==> src/rtl/sa_skew_feeder.sv <==
// Diagonal-skew operand feeder for an N x N int8 systolic PE array.
// Each start latches the run parameters, pulses the PE accumulator clear,
// streams K rows out of the A/B operand buffers and then waits for the
// wavefront to leave the array. Lane i is delayed i cycles, so PE(i,j)
// sees A[k][i] and B[k][j] in the same cycle.
module sa_skew_feeder #(
  parameter int N      = 4,
  parameter int ADDR_W = 12,
  parameter int K_W    = 16,
  parameter int PE_LAT = 4
) (
  input  logic              clk,
  input  logic              rst,
  input  logic              start,
  input  logic [K_W-1:0]    k_len,
  input  logic [ADDR_W-1:0] base_a,
  input  logic [ADDR_W-1:0] base_b,
  output logic [ADDR_W-1:0] a_addr,
  output logic [ADDR_W-1:0] b_addr,
  input  logic [N*8-1:0]    a_data,
  input  logic [N*8-1:0]    b_data,
  output logic [N*8-1:0]    left_out,
  output logic [N*8-1:0]    up_out,
  output logic              pe_clr_n,
  output logic              busy,
  output logic              done
);

  // Cycles after the last address until the corner PE's answer is final:
  // skew of both edges through the array plus the PE pipeline.
  localparam int FLUSH_CYC = 2 * (N - 1) + PE_LAT + 1;
  localparam int FLUSH_W   = $clog2(FLUSH_CYC + 1);
  localparam logic [FLUSH_W-1:0] FLUSH_LAST = FLUSH_W'(FLUSH_CYC - 1);

  typedef enum logic [2:0] {
    S_IDLE,
    S_CLEAR,
    S_FEED,
    S_FLUSH,
    S_DONE
  } state_t;

  state_t              state_q;
  logic [K_W-1:0]      k_len_q;
  logic [ADDR_W-1:0]   base_a_q;
  logic [ADDR_W-1:0]   base_b_q;
  logic [ADDR_W-1:0]   a_addr_q;
  logic [ADDR_W-1:0]   b_addr_q;
  logic [K_W-1:0]      feed_cnt_q;
  logic [FLUSH_W-1:0]  flush_cnt_q;
  logic                pe_clr_n_q;
  logic                busy_q;
  logic                done_q;
  logic                rd_vld_q;

  // Run sequencer: parameter capture, address generation, flush timing, registered status.
  always_ff @(posedge clk or negedge rst) begin
    if (!rst) begin
      state_q     <= S_IDLE;
      k_len_q     <= '0;
      base_a_q    <= '0;
      base_b_q    <= '0;
      a_addr_q    <= '0;
      b_addr_q    <= '0;
      feed_cnt_q  <= '0;
      flush_cnt_q <= '0;
      pe_clr_n_q  <= 1'b1;
      busy_q      <= 1'b0;
      done_q      <= 1'b0;
    end else begin
      case (state_q)
        S_IDLE: begin
          if (start) begin
            k_len_q    <= k_len;
            base_a_q   <= base_a;
            base_b_q   <= base_b;
            pe_clr_n_q <= 1'b0;
            busy_q     <= 1'b1;
            state_q    <= S_CLEAR;
          end
        end
        S_CLEAR: begin
          pe_clr_n_q <= 1'b1;
          feed_cnt_q <= '0;
          if (k_len_q == '0) begin
            // Nothing to stream: accumulators are already clear, report at once.
            done_q  <= 1'b1;
            state_q <= S_DONE;
          end else begin
            a_addr_q <= base_a_q;
            b_addr_q <= base_b_q;
            state_q  <= S_FEED;
          end
        end
        S_FEED: begin
          if (feed_cnt_q == k_len_q - K_W'(1)) begin
            // Last row issued; addresses hold their final value from here on.
            flush_cnt_q <= '0;
            state_q     <= S_FLUSH;
          end else begin
            feed_cnt_q <= feed_cnt_q + K_W'(1);
            a_addr_q   <= a_addr_q + ADDR_W'(1);
            b_addr_q   <= b_addr_q + ADDR_W'(1);
          end
        end
        S_FLUSH: begin
          if (flush_cnt_q == FLUSH_LAST) begin
            done_q  <= 1'b1;
            state_q <= S_DONE;
          end else begin
            flush_cnt_q <= flush_cnt_q + FLUSH_W'(1);
          end
        end
        S_DONE: begin
          // start is deliberately not looked at here: one IDLE cycle between runs.
          done_q  <= 1'b0;
          busy_q  <= 1'b0;
          state_q <= S_IDLE;
        end
        default: begin
          state_q <= S_IDLE;
        end
      endcase
    end
  end

  // Read-data qualifier: buffer data is valid the cycle after an address is issued in FEED.
  always_ff @(posedge clk or negedge rst) begin
    if (!rst) begin
      rd_vld_q <= 1'b0;
    end else begin
      rd_vld_q <= (state_q == S_FEED);
    end
  end

  assign a_addr   = a_addr_q;
  assign b_addr   = b_addr_q;
  assign pe_clr_n = pe_clr_n_q;
  assign busy     = busy_q;
  assign done     = done_q;

  // Per-lane pipeline: stage 0 is the output register, stages 1..gi form the diagonal skew.
  for (genvar gi = 0; gi < N; gi++) begin : g_lane
    logic [7:0] a_lane_d;
    logic [7:0] b_lane_d;
    logic [7:0] a_pipe_q [0:gi];
    logic [7:0] b_pipe_q [0:gi];

    // Empty slots carry zero so idle PEs accumulate nothing.
    assign a_lane_d = rd_vld_q ? a_data[8*gi +: 8] : 8'h00;
    assign b_lane_d = rd_vld_q ? b_data[8*gi +: 8] : 8'h00;

    // Shift this lane's operands through its output and skew registers.
    always_ff @(posedge clk or negedge rst) begin
      if (!rst) begin
        for (int d = 0; d <= gi; d++) begin
          a_pipe_q[d] <= 8'h00;
          b_pipe_q[d] <= 8'h00;
        end
      end else begin
        a_pipe_q[0] <= a_lane_d;
        b_pipe_q[0] <= b_lane_d;
        for (int d = 1; d <= gi; d++) begin
          a_pipe_q[d] <= a_pipe_q[d-1];
          b_pipe_q[d] <= b_pipe_q[d-1];
        end
      end
    end

    assign left_out[8*gi +: 8] = a_pipe_q[gi];
    assign up_out[8*gi +: 8]   = b_pipe_q[gi];
  end

endmodule

==> config.mk <==
export PLATFORM = sky130hd
export DESIGN_NAME = sa_skew_feeder
export DESIGN_NICKNAME = d
export VERILOG_FILES = /design/src/rtl/sa_skew_feeder.sv
export SDC_FILE = /design/constraint.sdc
export NUM_CORES = 1
export LEC_CHECK = 0
export CAP_MARGIN = 20
export CORE_MARGIN = 3
export CORE_UTILIZATION = 46
export CTS_BUF_LIST = sky130_fd_sc_hd__clkbuf_8 sky130_fd_sc_hd__clkbuf_16
export DETAILED_ROUTE_END_ITERATION = 12
export PLACE_DENSITY = 0.81
export SYNTH_ARGS = -nofsm -noshare
export SYNTH_HDL_FRONTEND = slang
export SYNTH_SLANG_ARGS = --single-unit
==> constraint.sdc <==
create_clock -name clk -period 2.6 [get_ports clk]
set_input_delay 0.52 -clock clk [delete_from_list [all_inputs] [get_ports clk]]
set_output_delay 0.52 -clock clk [all_outputs]
set_load 0.01 [all_outputs]
# Word level (Yosys, flattened, before mapping)
# Cells that the tools add are included.
[word_totals] reg_bits=251 input_bits=107 out_inout_bits=91
[classes] n_addsub=5 eq_ne=13 mux=31 reduce_logical=15
[ops] operator="8-bit two-way mux" n=8
[ops] operator="12-bit two-way mux" n=4
[ops] operator="12-bit case mux with 2 select lines" n=2
[ops] operator="16-bit case mux with 2 select lines" n=1
[ops] operator="12-bit by 1-bit adder with 12-bit output, second input constant" n=2
[ops] operator="16-bit by 1-bit adder with 16-bit output, second input constant" n=1
[ops] operator="16-bit equality test" n=1
[ops] operator="16-bit zero test" n=1
[ops] operator="16-bit two-way mux" n=1
[ops] operator="16-bit by 1-bit subtractor with 16-bit output, second input constant" n=1
[ops] operator="2-bit != test, second input constant" n=7
[ops] operator="3-bit two-way mux" n=4
[ops] operator="3-bit case mux with 4 select lines" n=1
[ops] operator="3-bit AND reduction" n=4
[ops] operator="4-bit two-way mux" n=2
[ops] operator="4-bit case mux with 2 select lines" n=1
[ops] operator="2-bit AND reduction" n=4
[ops] operator="2-bit nonzero test" n=4
[ops] operator="3-bit by 2-bit equality test with 1-bit output, second input constant" n=2
[ops] operator="4-bit by 1-bit adder with 4-bit output, second input constant" n=1
[ops] operator="4-bit equality test, second input constant" n=1
[ops] operator="1-bit two-way mux" n=4
[ops] operator="1-bit case mux with 2 select lines" n=2
[ops] operator="3-bit by 1-bit equality test with 1-bit output, second input constant" n=1
[ops] operator="4 further kinds" n=4

# Depth between registers and ports, before layout
[logic_depth] word_depth=4 depth_mapped=12

# Worst setup path before layout
# OpenSTA, ideal clock, no wires.
[synth_timing] path_type="reg-to-reg" start="reg k_len_q[0]" end="reg flush_cnt_q[2]" arrival_ns=2.394 t_required_ns=2.476 slack_ns=0.082 stages_incl_launch_ff=12 cell_sequence="dfrtp_1 > inv_1 > ha_1 > nor3b_1 > nand2_1 > or3_1 > a221oi_1 > and3_1 > and3_1 > buf_6 > o21ai_1 > a211o_1"
[synth_via] elab_chain_cells=4
[synth_lines] element="start: declaration" line_no="44" text="logic [K_W-1:0] k_len_q;"
[synth_lines] element="start signal: assignment" line_no="74" text="k_len_q <= k_len;"
[synth_lines] element="16-bit by 1-bit subtractor with 16-bit output" line_no="96" text="if (feed_cnt_q == k_len_q - K_W'(1)) begin"
[synth_lines] element="16-bit equality test" line_no="96"
[synth_lines] element="2-bit != test (no source line)"
[synth_lines] element="3-bit AND reduction (no source line)"
[synth_lines] element="end signal: assignment" line_no="111" text="flush_cnt_q <= flush_cnt_q + FLUSH_W'(1);"
[synth_lines] element="end: declaration" line_no="50" text="logic [FLUSH_W-1:0] flush_cnt_q;"
# No other way between the ends.
# A chain may end at the register's enable or synchronous reset.

# Worst setup path in the final report
[layout_timing] start="reg k_len_q[0]" end="reg a_addr_q[5] (netlist: a_addr[5])"
[layout_via] elab_chain_cells=4 elab_cells_between_ends=6
[layout_lines] element="16-bit by 1-bit subtractor with 16-bit output" line_no="96"
[layout_lines] element="16-bit equality test" line_no="96"
[layout_lines] element="2-bit != test (no source line)"
[layout_lines] element="3-bit AND reduction (no source line) (*)"
[layout_lines] element="end signal: assignment" line_no="90" text="a_addr_q <= base_a_q;"
[layout_lines] element="end signal: assignment" line_no="102" text="a_addr_q <= a_addr_q + ADDR_W'(1);"
[layout_lines] element="end: declaration" line_no="47" text="logic [ADDR_W-1:0] a_addr_q;"
# Every way passes the cells marked *; elsewhere a longest branch is shown, timed or not.

==> metrics.yaml <==
drv_slew: 0
grt_overflow_total: 0
rsz0062_at_grt: "yes"
antenna_found_initial: 0
gp_congestion: 0.874
finalHoldViolations: 0
max_slew_margin_pct: 44.6
grt_max_degree: 69
ios: 198
drtIter0Drc: 468
p_leak_uw: 0.00600
final_cell_count_no_fill: 1271
drt_wl_total_um: 22900
io_buffers: 197
first_pass_iters: 5
numClockSinks: 251
yosys-top-cells-area: "dfrtp_1, mux2_2, and2_1"
dieWidth_um: 152
fin_crit_sh_pct: 103
yosysWarnings: 0
min_period_ns: 2.68
ys_async_sr_fraction_pct: 100
timing.final.ws_setup_ns: -0.0811
hp-class: "reg2reg"
synth_edf_count: 0
finalSetupViolCount: 16
grt_pass1_vias: 7006
area_delta_synth_final_pct: 37.0
synth_seq_cells: 251
tightest_slew_ns: 0.827
drv_cap: 0
grt_use_met3_pct: 5.01
h-tree-depth: 1
setup.worst_path.start: "k_len_q[0]"
dpl.cell_count: 1208
ant_nets: 0
antenna_cells: 0
nets: 1094
place_hpwl_um: 15300
max_freq_ghz: 0.373
wl_per_cell_um: 18.0
synth_most_common_cell: "dfrtp_1"
status: "finished with violations"
synth_top_area_share_pct: 63.9
routed_via_density: 5.31
post-route-cell-area_mm2: 0.0134
crit_type: "reg2reg"
regToRegStartpoint: "k_len_q[0]"
cts_buffers: 27
clockBufferDepth: 3
synthesis.area_mm2: 0.00979
grt_use_met2_pct: 31.6
ys_seq_area_share_pct: 64.2
ys_types: 66
placed_area_mm2: 0.0121
core.rowCount: 52
insertion_delay_ns: 0.54
clk_pin_slew_ns: 0.06
drc: 0
synth.net_count: 876
arrival_ns: 3.11
die_height_um: 152
grt_usage_pct: 19.3
synth_common_cells: "dfrtp_1, and2_1, buf_4"
core-area_mm2: 0.0206
crit_path_end: "a_addr[5]"
vdd_drop_max_v: 0.000598
grt_busiest_layer: "met2"
r2r_cells: 10
rrSetupSlack_ns: -0.08
drive_gt1_share_pct: 21.8
start_util_pct: 47.6
critPathRequiredTime_ns: 3.03
dieArea_mm2: 0.0231
syn-instance-count: 763
start_kind: "flop"
root_buffer: "clkbuf_16"
fin_skew_ns: 0.0201
grt_first_pass_wirelength_um: 36800
grtUsageMet1_pct: 25.9
cp_max_fo: 10
num_vias: 6746
p_per_area_mw_per_mm2: 1120
critPathCaptureType: "flop"
violations: "setup timing"
rr_endpoint: "a_addr[5]"
cts_tree: "done"
yosysTopAreaCell: "dfrtp_1"
ys.flop_type: "dfrtp_1"
syn_avg_cell_area_um2: 12.8
worst min path at each step:
stage                                start                      to  depth (start not counted)
floorplan                              rst               a_addr[0]                          0
global placement    g_lane[2].b_pipe_q[17]   g_lane[2].b_pipe_q[9]                          0
detailed placement  g_lane[2].a_pipe_q[18]  g_lane[2].a_pipe_q[10]                          0
CTS                 g_lane[3].b_pipe_q[24]  g_lane[3].b_pipe_q[16]                          0
global route        g_lane[2].b_pipe_q[18]  g_lane[2].b_pipe_q[10]                          0
finish              g_lane[3].b_pipe_q[24]  g_lane[3].b_pipe_q[16]                          0
through the flow:
| step | hold WS, ns | total power [uW] | TNS [ns] | util, % | setup WS (ns) |
|---|---|---|---|---|---|
| after detailed placement | 0.335 | 10800 | -1.68 | 58.7 | -0.115 |
| after CTS | 0.345 | 14800 | -0.319 | 64.0 | -0.0462 |
| after floorplan | 0.224 | 8690 | 0 | - | 0.0818 |
| after global routing | 0.351 | 15900 | -4.11 | 65.3 | -0.177 |
| final | 0.341 | 15000 | -0.686 | 65.3 | -0.0811 |
| after global placement | 0.331 | 10600 | -0.325 | 58.7 | -0.0615 |
sequential cells by signal, indices dropped and copies added (netlist names), 3 cells and up:
register / count
a_addr: 12
k_len_q: 16
left_out: 24
g_lane.a_pipe_q: 56
base_b_q: 12
base_a_q: 12
b_addr: 12
g_lane.b_pipe_q: 56
up_out: 24
feed_cnt_q: 16
state_q: 3
flush_cnt_q: 4
layout by cell type, fill, tap and decap left out, types with 6 or more instances in the layout:
cell / instances
nor2_1: 17
mux2_2: 41
dfrtp_1: 250
clkbuf_16: 27
o21a_1: 6
and2_1: 65
clkdlybuf4s50_1: 196
o31ai_1: 7
xor2_1: 6
buf_4: 51
nand2_1: 30
buf_12: 6
o21ai_0: 10
nand3_1: 22
xnor2_1: 9
buf_6: 10
or3_1: 6
or4_4: 7
nor3_1: 10
a21oi_2: 11
inv_1: 23
a21oi_1: 20
and3_1: 18
o21ai_1: 6
nand4_1: 6
o211ai_1: 13
per-layer routing:
layer | wire [um] | vias to the layer above
met5 | 0 | -
met4 | 322 | 0
met3 | 1630 | 26
met2 | 11500 | 239
met1 | 9480 | 3395
li1 | - | 3086
critical path: stages (launching register included):
cell and delay (ns):
dfrtp_1 0.40, buf_6 0.13, nor3_4 0.20, nand2_2 0.11, or4_4 0.49, a22oi_2 0.21
nand4_1 0.24, o21ai_4 0.27, nand2_2 0.10, buf_12 0.16, o221a_4 0.25
where the power goes:
part	switching, uW	internal, uW
Sequential	842	5110
Combinational	2580	2770
Clock	1520	2180
Total	4950	10100
layout make-up:
type / instances / area, um2
Clock inverter: 19 / 160
Clock buffer: 30 / 717
Multi-Input combinational cell: 418 / 3220
Fill cell: 1509 / 7140
Inverter: 16 / 65.1
Sequential cell: 251 / 6280
Timing Repair Buffer: 267 / 2630
Tap cell: 270 / 338
what timing repair did:
action                                 4_1_cts  5_1_grt
setup endpoints to repair                   39       42
endpoints found under the hold margin       61        0
resized for setup                           32       51
hold buffers                                 1        0
setup buffers                                7        5
pin swaps                                   10       34
gates cloned                                 1        0
logic make-up after synthesis:
family                   after synthesis  share of synthesized area (%)
adder cells (fa/ha/maj)                6                          0.767
AND/OR/NAND/NOR                      222                           13.3
flip-flops                           251                           64.2
buffers and inverters                 94                           6.02
XOR/XNOR                              15                           1.34
multiplexers                          45                           5.12
AO/OA/AOI/OAI                        130                           9.28
Power figures use the tool's default switching activity.
